`src/rtl/eight_bit_down_counter.sv`:
```
// Loadable, pausable down-counter/timer with valid/ready load, start/pause and a one-cycle done pulse.
// Optional build macro: EIGHT_BIT_DOWN_COUNTER_AUTO_RELOAD_EN (periodic reload from the shadow register).
module eight_bit_down_counter #(
  parameter int unsigned WIDTH     = 8,
  parameter int unsigned RESET_VAL = 64,
  parameter int unsigned FLOOR     = 5
) (
  input  logic             clck,
  input  logic             rst_n,
  input  logic             load_valid,
  input  logic [WIDTH-1:0] load_data,
  output logic             load_ready,
  input  logic             start,
  input  logic             pause,
  output logic [WIDTH-1:0] count,
  output logic             busy,
  output logic             done
);

  localparam logic [1:0] S_IDLE = 2'd0;
  localparam logic [1:0] S_RUN  = 2'd1;
  localparam logic [1:0] S_HOLD = 2'd2;
  localparam logic [1:0] S_DONE = 2'd3;

  localparam logic [WIDTH-1:0] FLOOR_V  = WIDTH'(FLOOR);
  localparam logic [WIDTH-1:0] FLOOR_P1 = WIDTH'(FLOOR + 1);
  localparam logic [WIDTH-1:0] RESET_V  = WIDTH'(RESET_VAL);

  logic [1:0]       state_q, state_d;
  logic [WIDTH-1:0] count_q, count_d;
  logic [WIDTH-1:0] shadow_q, shadow_d;
  logic             done_q, done_d;
  logic             busy_q, busy_d;
  logic             ready_q, ready_d;
  logic [WIDTH-1:0] load_val;
  logic             load_ok;
  logic             at_last;

  // Loads below the floor are clamped so the count can never start under it.
  assign load_val = (load_data > FLOOR_V) ? load_data : FLOOR_V;
  assign load_ok  = load_valid && ((state_q == S_IDLE) || (state_q == S_DONE));
  assign at_last  = (count_q <= FLOOR_P1);

  always_ff @(posedge clck or negedge rst_n) begin
    if (!rst_n) begin
      state_q  <= S_IDLE;
      count_q  <= RESET_V;
      shadow_q <= RESET_V;
      done_q   <= 1'b0;
      busy_q   <= 1'b0;
      ready_q  <= 1'b1;
    end else begin
      state_q  <= state_d;
      count_q  <= count_d;
      shadow_q <= shadow_d;
      done_q   <= done_d;
      busy_q   <= busy_d;
      ready_q  <= ready_d;
    end
  end

  // Next-state logic: an accepted load always wins; start is then judged against the loaded value.
  always_comb begin
    state_d  = state_q;
    count_d  = count_q;
    shadow_d = shadow_q;
    done_d   = 1'b0;

    if (load_ok) begin
      count_d  = load_val;
      shadow_d = load_val;
      state_d  = S_IDLE;
      if (start) begin
        if (load_val > FLOOR_V) begin
          state_d = S_RUN;
        end else begin
          state_d = S_DONE;
          done_d  = 1'b1;
        end
      end
    end else begin
      case (state_q)
        S_IDLE: begin
          if (start) begin
            if (count_q > FLOOR_V) begin
              state_d = S_RUN;
            end else begin
              state_d = S_DONE;
              done_d  = 1'b1;
            end
          end
        end
        S_RUN, S_HOLD: begin
          if (pause) begin
            state_d = S_HOLD;
          end else if (at_last) begin
            count_d = FLOOR_V;
            state_d = S_DONE;
            done_d  = 1'b1;
          end else begin
            count_d = count_q - WIDTH'(1);
            state_d = S_RUN;
          end
        end
        S_DONE: begin
`ifdef EIGHT_BIT_DOWN_COUNTER_AUTO_RELOAD_EN
          // A floor-valued shadow gives a one-cycle period: stay in DONE and pulse every cycle.
          if (start || !pause) begin
            if (shadow_q > FLOOR_V) begin
              count_d = shadow_q;
              state_d = S_RUN;
            end else begin
              done_d = 1'b1;
            end
          end
`else
          if (start) begin
            count_d = shadow_q;
            state_d = S_RUN;
          end
`endif
        end
        default: state_d = S_IDLE;
      endcase
    end

    busy_d  = (state_d == S_RUN) || (state_d == S_HOLD);
    ready_d = !busy_d;
  end

  assign count      = count_q;
  assign busy       = busy_q;
  assign done       = done_q;
  assign load_ready = ready_q;

endmodule

```
`config.mk`:
```
export PLATFORM = sky130hd
export DESIGN_NAME = eight_bit_down_counter
export DESIGN_NICKNAME = d
export VERILOG_FILES = /design/src/rtl/eight_bit_down_counter.sv
export SDC_FILE = /design/constraint.sdc
export NUM_CORES = 1
export LEC_CHECK = 0
export ABC_AREA = 1
export CORE_MARGIN = 3
export CORE_UTILIZATION = 45
export DETAILED_ROUTE_END_ITERATION = 16
export PLACE_DENSITY = 0.7
export REMOVE_ABC_BUFFERS = 1
export SETUP_SLACK_MARGIN = 0.15
export SLEW_MARGIN = 20
export SYNTH_ARGS = -nofsm -noshare
export SYNTH_HDL_FRONTEND = slang
export SYNTH_SLANG_ARGS = --single-unit
```
`constraint.sdc`:
```
create_clock -name clck -period 3.1 [get_ports clck]
set_clock_uncertainty 0.1 [all_clocks]
set_input_delay 0.31 -clock clck [delete_from_list [all_inputs] [get_ports clck]]
set_output_delay 0.31 -clock clck [all_outputs]
set_load 0.05 [all_outputs]
```
==> results of run 1 <==
[metal layers]
metal	vias to the layer above	routed length, µm	track usage, %
met5	-	0	0
li1	613	-	-
met1	556	1407	26.77
met2	24	1420	28.55
met3	5	114	2.553
met4	0	51	7.430
[state kept, by name, summed over array words and instances (netlist names)]
name,count
count,8
shadow_q,8
state_q,2
busy,1
done,1
load_ready,1
[layout make-up]
cell class | instances | area, µm²
multi-input cells | 128 | 690.7
well taps | 31 | 38.79
inverters | 21 | 81.33
clock buffers | 4 | 26.28
fillers | 269 | 1185
repair buffers | 23 | 230.2
flip-flops and latches | 21 | 529.3
[worst paths after layout]
path / start / end / slack, ns / cells past startpoint
max: state_q[0]$_DFF_PN0_ / count[1]$_DFFE_PN0P_ / 0.97 / 7
max reg2reg: state_q[0]$_DFF_PN0_ / count[1]$_DFFE_PN0P_ / 0.97 / 7
min in group asynchronous: rst_n / count[5]$_DFFE_PN0P_ / 0.39 / 1
max in group asynchronous: rst_n / busy$_DFF_PN0_ / 1.95 / 1
min: shadow_q[3]$_DFFE_PN0P_ / shadow_q[3]$_DFFE_PN0P_ / 0.38 / 2
min reg2reg: shadow_q[3]$_DFFE_PN0P_ / shadow_q[3]$_DFFE_PN0P_ / 0.38 / 2
[stage by stage]
stage	power (mW)	cell area [µm²]	util, %
6_report	1.924	1597	57.40
5_1_grt	2.101	1597	57.40
4_1_cts	1.933	1597	57.40
3_5_place_dp	1.792	1570	56.46
3_3_place_gp	1.767	1570	56.46
2_1_floorplan	1.461	1301	-
[cells in the final DEF (no fill, tap or decap), types with 2 or more instances in the layout]
cell type        count
dfrtp_1             18
o22ai_1              2
o21ai_0              6
dfstp_2              3
clkdlybuf4s50_1     23
clkbuf_4             3
ha_1                 5
xor2_1               3
nor2_1              27
nor2_4               2
nand3_1             12
nand2_1             38
nand3_2              2
nand4_1              4
inv_1               20
a21oi_1             11
[logic make-up (layout without fill, tap and decap cells)]
| kind of cell | Yosys count | after routing | share of synthesized area, % |
|---|---|---|---|
| buffers and inverters | 24 | 48 | 8.450 |
| AND/OR/NAND/NOR | 91 | 91 | 31.64 |
| adder cells (fa/ha/maj) | 5 | 5 | 4.695 |
| XOR/XNOR | 4 | 4 | 2.630 |
| flip-flops | 21 | 21 | 39.72 |
| AO/OA/AOI/OAI | 28 | 28 | 12.87 |
[worst register-to-register path, delay by kind of cell, from the launching register on]
family / cells / cell delay (ns)
flip-flops: 1 / 0.39
AO/OA/AOI/OAI: 2 / 0.48
buffers and inverters: 1 / 0.05
AND/OR/NAND/NOR: 3 / 0.63
adder cells (fa/ha/maj): 1 / 0.39
[power by group]
group	switching (mW)	leakage [nW]	total [mW]	internal [mW]
Clock	0.0838	0.0150	0.134	0.0503
Sequential	0.0966	0.247	0.523	0.426
Combinational	0.830	0.534	1.27	0.437
Total	1.01	0.796	1.92	0.914
[Yosys cell counts]
library cell	number
a21o_1	1
nor2_4	2
nand3b_1	1
buf_2	1
inv_1	20
xnor2_1	1
a21oi_1	11
dfstp_2	3
o21ai_2	1
o21ai_4	1
o21bai_1	1
nand4_2	1
nand3_1	12
ha_1	5
a31oi_1	1
a22oi_1	1
buf_8	1
nand2_1	38
dfrtp_1	18
xor2_1	3
or2_2	1
o21a_1	1
nand2_2	1
o21ai_1	1
inv_4	1
buf_6	1
o211ai_1	1
nand3_2	2
o21ai_0	6
nor2_2	1
nor2_1	27
nand4_1	4
nand2_4	1
o22ai_1	2
==> impl_metrics.yaml, run 1 <==
outcome:
  status: "complete, no violations"
synthesis:
  synth_cell_types: 34
  synthTopCellsByArea: "dfrtp_1, nand2_1, nor2_1"
  synth_area_leader_cell: "dfrtp_1"
  seq_area_frac_synth_pct: 39.72
  ys_warn_count: 0
  ys_seq_elements: 21
  netlist_instances: 173
  yosysTopAreaCellShare_pct: 33.80
  synth.avg_cell_area_um2: 7.702
  synth_area_mm2: 0.001333
pwr:
  ir_drop_mv: 0.8199
  p_leak_nw: 0.7962
  p_per_area_mw_per_mm2: 1205
routing:
  ant_nets: 0
  drt_iter0_drc: 38
  routedWlPerCell_um: 13.13
  num_vias: 1198
  drtPass1Iterations: 4
  wl_um: 2993
  drt-vias-per-instance: 5.254
  remaining_drc_errors: 0
clock_tree:
  cts.clk_slew.worst_paths_ns: 0.12
  numCtsBuffers: 3
  hold_buffers: 0
  clk_latency_ns: 0.31
  clock-sinks: 21
  post_cts_resized: 0
  h-tree-depth: 1
  cts_tree: "done"
  clock-root-buffer: "clkbuf_4"
  postCtsSetupRepairBufs: 0
  clock_path_buffers: 2
worst_setup_path:
  start_kind: "flip-flop"
  worst_ep_arrival_time_ns: 2.24
  path_cells: "inv_1 > ha_1 > nor2_4 > nor2_2 > o21ai_4 > nand4_1 > o21a_1"
  crit_buf_inv: 1
  critPathRequiredTime_ns: 3.21
  path_class: "flip-flop to flip-flop"
  slowest_stage: "dfrtp_1"
  cp_top_family: "simple AND/OR/NAND/NOR gates"
  crit_path_end_kind: "flip-flop"
  slowest_delay_ns: 0.39
  cp_max_fo: 13
global_route:
  grt-ovfl-total: 0
  grt_pass1_vias: 1095
  grt_pass1_wl_um: 5078
  gr-usage-all-layers_pct: 18.64
  antenna_found_initial: 0
  grt_max_degree: 22
sta:
  hold_slack_ns: 0.3776
  fmaxAchievable_mhz: 468.6
  drv_slew: 0
  max_slew_margin_pct: 39.36
  setup_violations: 0
  period_minus_slack_ns: 2.134
  grt_setup_unrepaired: "no"
  post-route-period-util_pct: 68.84
  hold_viol: 0
  setup_slack_ns: 0.9661
  finalSetupTns_ns: 0
  tightest_slew_ns: 0.9068
place:
  place_ws_ns: 0.9764
  port_buffers: 23
  dpl.hpwl_um: 2233
  placed_cells: 224
  gp_congestion: 0.8350
die:
  start_util_pct: 47.91
  core_area_mm2: 0.002781
  dieHeight_um: 60.42
  die_x_um: 60.42
  dieArea_mm2: 0.003650
  ios: 24
  rows: 19
layout:
  areaGrowthSynthToFinish_pct: 19.81
  diodes: 0
  fin_cells: 228
  nNetsFinal: 216
  layout-drive-gt1-share_pct: 9.137
hold_path:
  hold_class: "flip-flop to flip-flop"
run:
  cap_violations: 0
No activity file was read; power rests on OpenSTA's default activity.
==> inputs of run 2 (changes only) <==
- clock period: 3.1 -> 2.05 ns (I/O delays scaled with it)
==> run 2 against run 1 <==
Sequential power grew 51%. Global-route usage is 0.23 points higher. Total power up 64%. Sequential cell count unchanged. Register-to-register slack worse by 0.79 ns. Combinational power is 70% higher. Worst setup slack got worse by 0.79 ns. Critical endpoint unchanged. Largest cell class unchanged. Largest power group unchanged. Highest routed layer unchanged.
==> impl_metrics.yaml, run 2 (synthesized netlist as in run 1, its figures left out) <==
sta:
  drv_slew: 0
  setup_violations: 0
  fmaxAchievable_mhz: 533.4
  max_slew_margin_pct: 66.73
  tightest_slew_ns: 0.4982
  period_minus_slack_ns: 1.875
  setup_slack_ns: 0.1751
  grt_setup_unrepaired: "yes"
  hold_viol: 0
  post-route-period-util_pct: 91.46
  finalSetupTns_ns: 0
clock_tree:
  clk_latency_ns: 0.31
  hold_buffers: 0
  clock-root-buffer: "clkbuf_4"
  cts.clk_slew.worst_paths_ns: 0.13
  numCtsBuffers: 3
  h-tree-depth: 1
  clock_path_buffers: 2
  clock-sinks: 21
  cts_tree: "done"
place:
  gp_congestion: 0.8363
  place_ws_ns: 0.09260
  placed_area_mm2: 0.001585
  dpl.hpwl_um: 2295
  port_buffers: 23
  placed_cells: 226
die:
  core_area_mm2: 0.002781
  ios: 24
  dieHeight_um: 60.42
  die_x_um: 60.42
  rows: 19
  dieArea_mm2: 0.003650
  start_util_pct: 47.91
worst_setup_path:
  r2r-start: "state_q[1]$_DFF_PN0_"
  worst_ep_arrival_time_ns: 2.00
  start_kind: "flip-flop"
  rrSetupSlack_ns: 0.18
  ff2ff_path_depth: 7
  critPathRequiredTime_ns: 2.17
  cp_max_fo: 8
  reg2reg_to: "count[1]$_DFFE_PN0P_"
  path_class: "flip-flop to flip-flop"
  crit_path_end_kind: "flip-flop"
layout:
  final_cell_mix: "nand2_1, nor2_1, dfrtp_1"
  fin_cells: 240
  fillers: 242
  layout_commonest_cell: "nand2_1"
  nNetsFinal: 228
  layout-drive-gt1-share_pct: 17.22
  areaGrowthSynthToFinish_pct: 28.64
  diodes: 0
  stdcell_area_mm2: 0.001714
routing:
  drtPass1Iterations: 4
  remaining_drc_errors: 0
  routedWlPerCell_um: 13.21
  ant_nets: 0
  drt_iter0_drc: 71
  num_vias: 1259
  drt-vias-per-instance: 5.246
  wl_um: 3170
global_route:
  grt_max_degree: 22
  grt_pass1_vias: 1100
  gr-usage-all-layers_pct: 18.88
  grt-ovfl-total: 0
  antenna_found_initial: 0
  grt_pass1_wl_um: 5216
pwr:
  ir_drop_mv: 1.381
  p_total_mw: 3.163
  p_per_area_mw_per_mm2: 1845
  p_leak_nw: 0.8748
outcome:
  status: "complete, no violations"
hold_path:
  hold_class: "primary input to asynchronous set/reset pin"
run:
  cap_violations: 0
## run 2: per-layer routing
layer | vias to the layer above | routed length, µm | global-route usage [%]
met3 | 4 | 152 | 1.915
met5 | - | 0 | 0
met2 | 38 | 1507 | 28.55
li1 | 634 | - | -
met4 | 0 | 25 | 6.502
met1 | 583 | 1485 | 28.23
## run 2: report_power, final
part | internal, mW | switching, mW
clock | 0.0730 | 0.139
combinational | 0.833 | 1.33
sequential | 0.644 | 0.147
## run 2: layout make-up
| type | count | area, µm² | area share (%) |
|---|---|---|---|
| clock buffer | 3 | 22.52 | 1.314 |
| clock inverter | 1 | 5.005 | 0.2920 |
| multi-input combinational | 129 | 721.9 | 42.12 |
| sequential | 21 | 529.3 | 30.88 |
| timing repair buffer | 34 | 315.3 | 18.39 |
| tap | 31 | 38.79 | 2.263 |
| inverter | 21 | 81.33 | 4.745 |
## run 2: how the worst max path moves through the flow
stage / from / cells past startpoint / slack (ns) / to
after detailed placement: state_q[1]$_DFF_PN0_ / 7 / 0.09 / count[1]$_DFFE_PN0P_
final: state_q[1]$_DFF_PN0_ / 7 / 0.18 / count[1]$_DFFE_PN0P_
after floorplan: count[0]$_DFFE_PN0P_ / 12 / 0.15 / busy$_DFF_PN0_
after global routing: count[1]$_DFFE_PN0P_ / 1 / 0.13 / count[1]
after CTS: state_q[1]$_DFF_PN0_ / 7 / 0.15 / count[1]$_DFFE_PN0P_
after global placement: state_q[0]$_DFF_PN0_ / 7 / 0.09 / count[1]$_DFFE_PN0P_
## run 2: metrics by stage
stage	hold WS, ns	utilization [%]
5_1_grt	0.1452	61.63
6_report	0.1197	61.63
4_1_cts	0.1284	59.20
3_5_place_dp	0.3548	57.00
3_3_place_gp	0.3476	57.00
2_1_floorplan	-0.1906	-
## run 2: timing repair
action | CTS | global route
pin swaps | 2 | 7
gates resized for setup | 7 | 9
endpoints found under the setup margin | 13 | 12
cloned | 0 | 1
setup buffers | 4 | 5
## run 2: worst max-delay path, stage by stage (launching register included)
cell	delay, ns
dfrtp_1	0.43
inv_2	0.09
ha_4	0.21
nor2_4	0.20
nor2_4	0.08
o21ai_4	0.27
nand4_1	0.19
o21a_1	0.22
